`config.mk`:
```
export PLATFORM = sky130hd
export DESIGN_NAME = frame_strobe_sequencer
export DESIGN_NICKNAME = d
export VERILOG_FILES = /design/src/rtl/frame_strobe_sequencer.sv
export SDC_FILE = /design/constraint.sdc
export NUM_CORES = 1
export LEC_CHECK = 0
export CAP_MARGIN = 5
export CORE_MARGIN = 2
export CORE_UTILIZATION = 48
export CTS_BUF_LIST = sky130_fd_sc_hd__clkbuf_16
export DETAILED_ROUTE_END_ITERATION = 16
export GPL_TIMING_DRIVEN = 0
export PLACE_DENSITY = 0.82
export SLEW_MARGIN = 20
export SYNTH_ARGS = -nofsm -noshare
export SYNTH_HDL_FRONTEND = slang
export SYNTH_SLANG_ARGS = --single-unit
```
`constraint.sdc`:
```
create_clock -name CLK -period 3.2 [get_ports CLK]
set_input_delay 0.32 -clock CLK [delete_from_list [all_inputs] [get_ports CLK]]
set_output_delay 0.32 -clock CLK [all_outputs]
set_load 0.02 [all_outputs]
```
`src/rtl/frame_strobe_sequencer.sv`:
```
// Frame strobe sequencer: turns a header + data word stream into
// FrameData/FrameStrobe writes for one tile column. Each data word is
// presented on FrameData for one setup cycle, strobed for one cycle, then
// held for one more cycle so the frame latches see clean setup and hold.
module frame_strobe_sequencer #(
  parameter int MaxFramesPerCol = 20,  // <= 255
  parameter int FrameBitsPerRow = 32   // >= 17
) (
  input  logic                       CLK,
  input  logic                       reset,
  input  logic [FrameBitsPerRow-1:0] s_data,
  input  logic                       s_valid,
  output logic                       s_ready,
  input  logic                       abort,
  output logic [FrameBitsPerRow-1:0] FrameData,
  output logic [MaxFramesPerCol-1:0] FrameStrobe,
  output logic                       busy,
  output logic                       done,
  output logic                       err
);

  localparam logic [2:0] IDLE      = 3'd0;
  localparam logic [2:0] WAIT_DATA = 3'd1;
  localparam logic [2:0] SETUP     = 3'd2;
  localparam logic [2:0] STROBE    = 3'd3;
  localparam logic [2:0] HOLD      = 3'd4;

  // Widened to 9 bits so start+count cannot overflow before the range test.
  localparam logic [8:0] FrameLimit = 9'(MaxFramesPerCol);

  logic [2:0]                 state;
  logic [7:0]                 idx;       // frame line strobed next
  logic [7:0]                 rem;       // frames still to write in this burst
  logic                       accept;
  logic                       hdrMarker;
  logic [7:0]                 hdrStart;
  logic [7:0]                 hdrCount;
  logic [8:0]                 hdrEnd;
  logic                       hdrBad;
  logic [MaxFramesPerCol-1:0] strobeNext;

  // Words are taken only in IDLE/WAIT_DATA; abort and reset both block acceptance.
  assign s_ready = !reset && !abort && (state == IDLE || state == WAIT_DATA);
  assign accept  = s_valid && s_ready;

  assign hdrMarker = s_data[FrameBitsPerRow-1];
  assign hdrStart  = s_data[15:8];
  assign hdrCount  = s_data[7:0];
  assign hdrEnd    = {1'b0, hdrStart} + {1'b0, hdrCount};
  assign hdrBad    = !hdrMarker || (hdrCount == 8'd0) || (hdrEnd > FrameLimit);

  // busy stretches over the done cycle so it covers the whole burst inclusive.
  assign busy = (state != IDLE) || done;

  // Decode idx into the one-hot strobe pattern loaded on SETUP -> STROBE.
  always_comb begin
    strobeNext = '0;
    for (int i = 0; i < MaxFramesPerCol; i++) begin
      if (idx == 8'(i)) strobeNext[i] = 1'b1;
    end
  end

  // Sequencer state, frame registers and the done/err pulses.
  always_ff @(posedge CLK) begin
    if (reset) begin
      state       <= IDLE;
      idx         <= '0;
      rem         <= '0;
      FrameData   <= '0;
      FrameStrobe <= '0;
      done        <= 1'b0;
      err         <= 1'b0;
    end else begin
      // Strobe and pulses default low; only the SETUP branch raises the strobe.
      FrameStrobe <= '0;
      done        <= 1'b0;
      err         <= 1'b0;
      if (abort) begin
        // FrameData is deliberately kept; only the burst bookkeeping is dropped.
        state <= IDLE;
        idx   <= '0;
        rem   <= '0;
      end else begin
        case (state)
          IDLE: begin
            if (accept) begin
              if (hdrBad) begin
                err <= 1'b1;
              end else begin
                idx   <= hdrStart;
                rem   <= hdrCount;
                state <= WAIT_DATA;
              end
            end
          end
          WAIT_DATA: begin
            // Raw data here: the marker bit carries no meaning.
            if (accept) begin
              FrameData <= s_data;
              state     <= SETUP;
            end
          end
          SETUP: begin
            FrameStrobe <= strobeNext;
            state       <= STROBE;
          end
          STROBE: begin
            state <= HOLD;
          end
          HOLD: begin
            // Header range check guarantees idx+1 stays within the column.
            rem <= rem - 8'd1;
            idx <= idx + 8'd1;
            if (rem == 8'd1) begin
              done  <= 1'b1;
              state <= IDLE;
            end else begin
              state <= WAIT_DATA;
            end
          end
          default: state <= IDLE;
        endcase
      end
    end
  end

endmodule

```
==> impl_metrics.ini <==
[worst_setup_path]
worstRegToRegCells = 7
rr_endpoint = rem[6]$_SDFFE_PP0P_
crit_type = in2reg
critical_path_depth = 10
cp_slowest_cell = clkdlybuf4s50_1
crit_family = simple AND/OR/NAND/NOR gates
cp.buffers_inverters = 3
reg2reg_from = state[2]$_SDFFE_PP0P_
start_kind = input port
critPathMaxFanout = 10
reg2reg_slack_ns = 0.84
startpoint = s_data[7]
critPathArrivalTime_ns = 3.20
required_ns = 3.39
crit_path_cell_trace = clkdlybuf4s50_1 > ha_1 > nor4b_1 > nand2_1 > or4_4 > a2111oi_4 > buf_4 > buf_6 > mux2i_1 > nor2_1
end_kind = register
slowest_delay_ns = 0.53
critPathCapture = rem[6]$_SDFFE_PP0P_

[synth]
ys_seq_area_frac = 0.426
synth_edf_count = 0
synthesis.instances = 420
syn-num-nets = 471
synth_flop_cell = dfxtp_1
syn_avg_cell_area_um2 = 8.17
yosysTopAreaCellShare = 0.426
ys_types = 53
ys_warn_count = 0
yosysMostFrequentCell = nand2_1
synthTopCellsByCount = nand2_1, dfxtp_1, a21oi_1
netlist_area_um2 = 3430
synth-seq-cells = 73
synth_largest_area_cell = dfxtp_1
synthArstFlopShare = 0
synth.top_cells.by_area = dfxtp_1, nand2_1, a21oi_1, ha_1, nor2_1

[grt]
grt_usage = 0.239
overflow = 0
grt_pass1_vias = 3226
antenna_found_initial = 0
grt_start_max_net_pins = 14
grt_pass1_wl_mm = 14.5

[cts]
cts_tree = yes
hold_buffers = 0
clkSlewWorstSetupHoldPaths_ns = 0.05
ctsHtreeMaxLevel = 3
clk_path_buf_depth = 2
cts.sinks = 73
worstSkewPairLatency_ns = 0.33
cts_root_buffer = clkbuf_16
cts_made_buffers = 9

[finish]
final_util = 0.696
fin_cells = 625
num_antenna_cells = 0
finalNetCount = 575
drive_gt1_frac = 0.0605
syn_to_final_growth_pct = 39.2

[timing]
skew_ns = 0.00517
tightest_slew_ns = 0.759
finalCritPeriodShare = 0.942
max_slew_margin = 0.490
hold_violations = 0
fmax_ghz = 0.332
tns_ns = 0
rsz0062_at_grt = false
holdWs_ns = 0.382
period_needed_ns = 3.01
finalSetupViolations = 0
slew_violations = 0

[die]
num_rows = 30
core_area_um2 = 6870
die_area_um2 = 7840
start_util = 0.500
die_w_um = 88.6
die_h_um = 88.6
pin_count = 92

[detailed_routing]
first_iter_violations = 215
vias_per_cell = 5.39
wl_per_cell_um = 14.7
routed_wl_mm = 9.19
vias = 3368
antenna_left = 0
drt-pass1-iter-count = 5
remaining_drc_errors = 0

[run]
maxCapViolations = 0

[power_and_ir_drop]
sequentialPowerShare = 0.440
p_leak_nw = 1.68
power-per-cell-area_nw_per_um2 = 434
clockPowerShare = 0.474
switching_share = 0.231
p_comb_frac = 0.086
p_switching_mw = 0.478
peakVddDrop_uv = 324
cell_internal_pwr_mw = 1.59

[min_path]
holdCritPathClass = in2reg

[placed_design]
gp_congestion = 0.936
port_buffers = 90
dp_hpwl_mm = 6.81
placedCellCount = 606

[status]
status = complete, no violations
power by group through the flow:
stage          Combinational, mW  Clock (mW)  Sequential [mW]
2_1_floorplan             0.0938           0            0.932
3_3_place_gp               0.170           0            0.931
3_5_place_dp               0.175           0            0.931
4_1_cts                    0.175       0.990            0.911
5_1_grt                    0.194        1.03            0.911
6_report                   0.179       0.983            0.911
registers in the layout (all words and copies together) (netlist names):
signal / count
idx: 8
state: 3
FrameData: 32
done: 1
rem: 8
err: 1
FrameStrobe: 20
how the worst min path moves through the flow:
stage | from | endpoint | slack, ns | depth (start not counted)
after floorplan | s_data[29] | FrameData[29]$_SDFFE_PP0P_ | 0.46 | 2
after global placement | FrameData[14]$_SDFFE_PP0P_ | FrameData[14]$_SDFFE_PP0P_ | 0.44 | 2
after detailed placement | FrameData[4]$_SDFFE_PP0P_ | FrameData[4]$_SDFFE_PP0P_ | 0.45 | 2
after CTS | reset | FrameData[30]$_SDFFE_PP0P_ | 0.38 | 2
after global routing | s_data[8] | FrameData[8]$_SDFFE_PP0P_ | 0.39 | 3
final | reset | FrameData[30]$_SDFFE_PP0P_ | 0.38 | 2
per-layer routing:
| layer | vias up | track usage | share of wire |
|---|---|---|---|
| met4 | 0 | 0.0978 | 0.025 |
| li1 | 1680 | - | - |
| met2 | 138 | 0.397 | 0.48 |
| met5 | - | 0 | 0 |
| met1 | 1526 | 0.299 | 0.42 |
| met3 | 24 | 0.0560 | 0.075 |
cells in the final DEF, fill, tap and decap left out, types with 3 or more instances in the layout:
cell	Yosys	routed
or4_1	3	3
dfxtp_1	73	73
and3_1	5	5
a21o_1	3	3
buf_4	0	3
nor3b_1	5	5
ha_1	14	13
nor2_1	38	38
clkbuf_1	19	19
nor4_1	6	6
o211ai_1	3	3
a211oi_2	3	3
inv_1	9	9
clkdlybuf4s50_1	0	88
nand4_1	6	6
nand3b_1	3	3
a21oi_1	41	41
nand3_1	19	19
or3_1	6	6
mux2i_1	5	5
clkbuf_16	0	9
nor3_1	14	14
and2_1	10	10
nand2_1	86	86
o21ai_0	4	4
o41ai_1	3	3
layout make-up:
class                   count  area (µm²)
inverters                   9        33.8
fillers                   542        2090
clock inverters             7        70.1
clock buffers               9         225
flip-flops and latches     73        1460
well taps                  96         120
plain buffers              22        98.8
repair buffers             93         928
multi-input cells         316        1840
metrics by stage:
stage / setup slack [ns] / total power [mW] / cell area, µm²
2_1_floorplan: 0.576 / 1.03 / 3430
3_5_place_dp: -0.426 / 1.11 / 4450
5_1_grt: 0.0514 / 2.14 / 4780
4_1_cts: 0.110 / 2.08 / 4760
6_report: 0.187 / 2.07 / 4780
3_3_place_gp: -0.321 / 1.10 / 4450
what timing repair did:
action,4_1_cts,5_1_grt
pin swaps,1,1
cloned,0,0
endpoints found under the setup margin,2,6
buffers inserted,2,1
gates resized for setup,0,3
cells by family (layout without fill, tap and decap cells):
family	after synthesis	after routing	share of synthesized area
adder cells (fa/ha/maj)	15	15	0.0569
buffers and inverters	31	140	0.0386
XOR/XNOR	4	4	0.0102
AND/OR/NAND/NOR	214	214	0.298
flip-flops	73	73	0.426
multiplexers	7	7	0.0211
AO/OA/AOI/OAI	76	76	0.149
(Power assumes the default switching activity.)
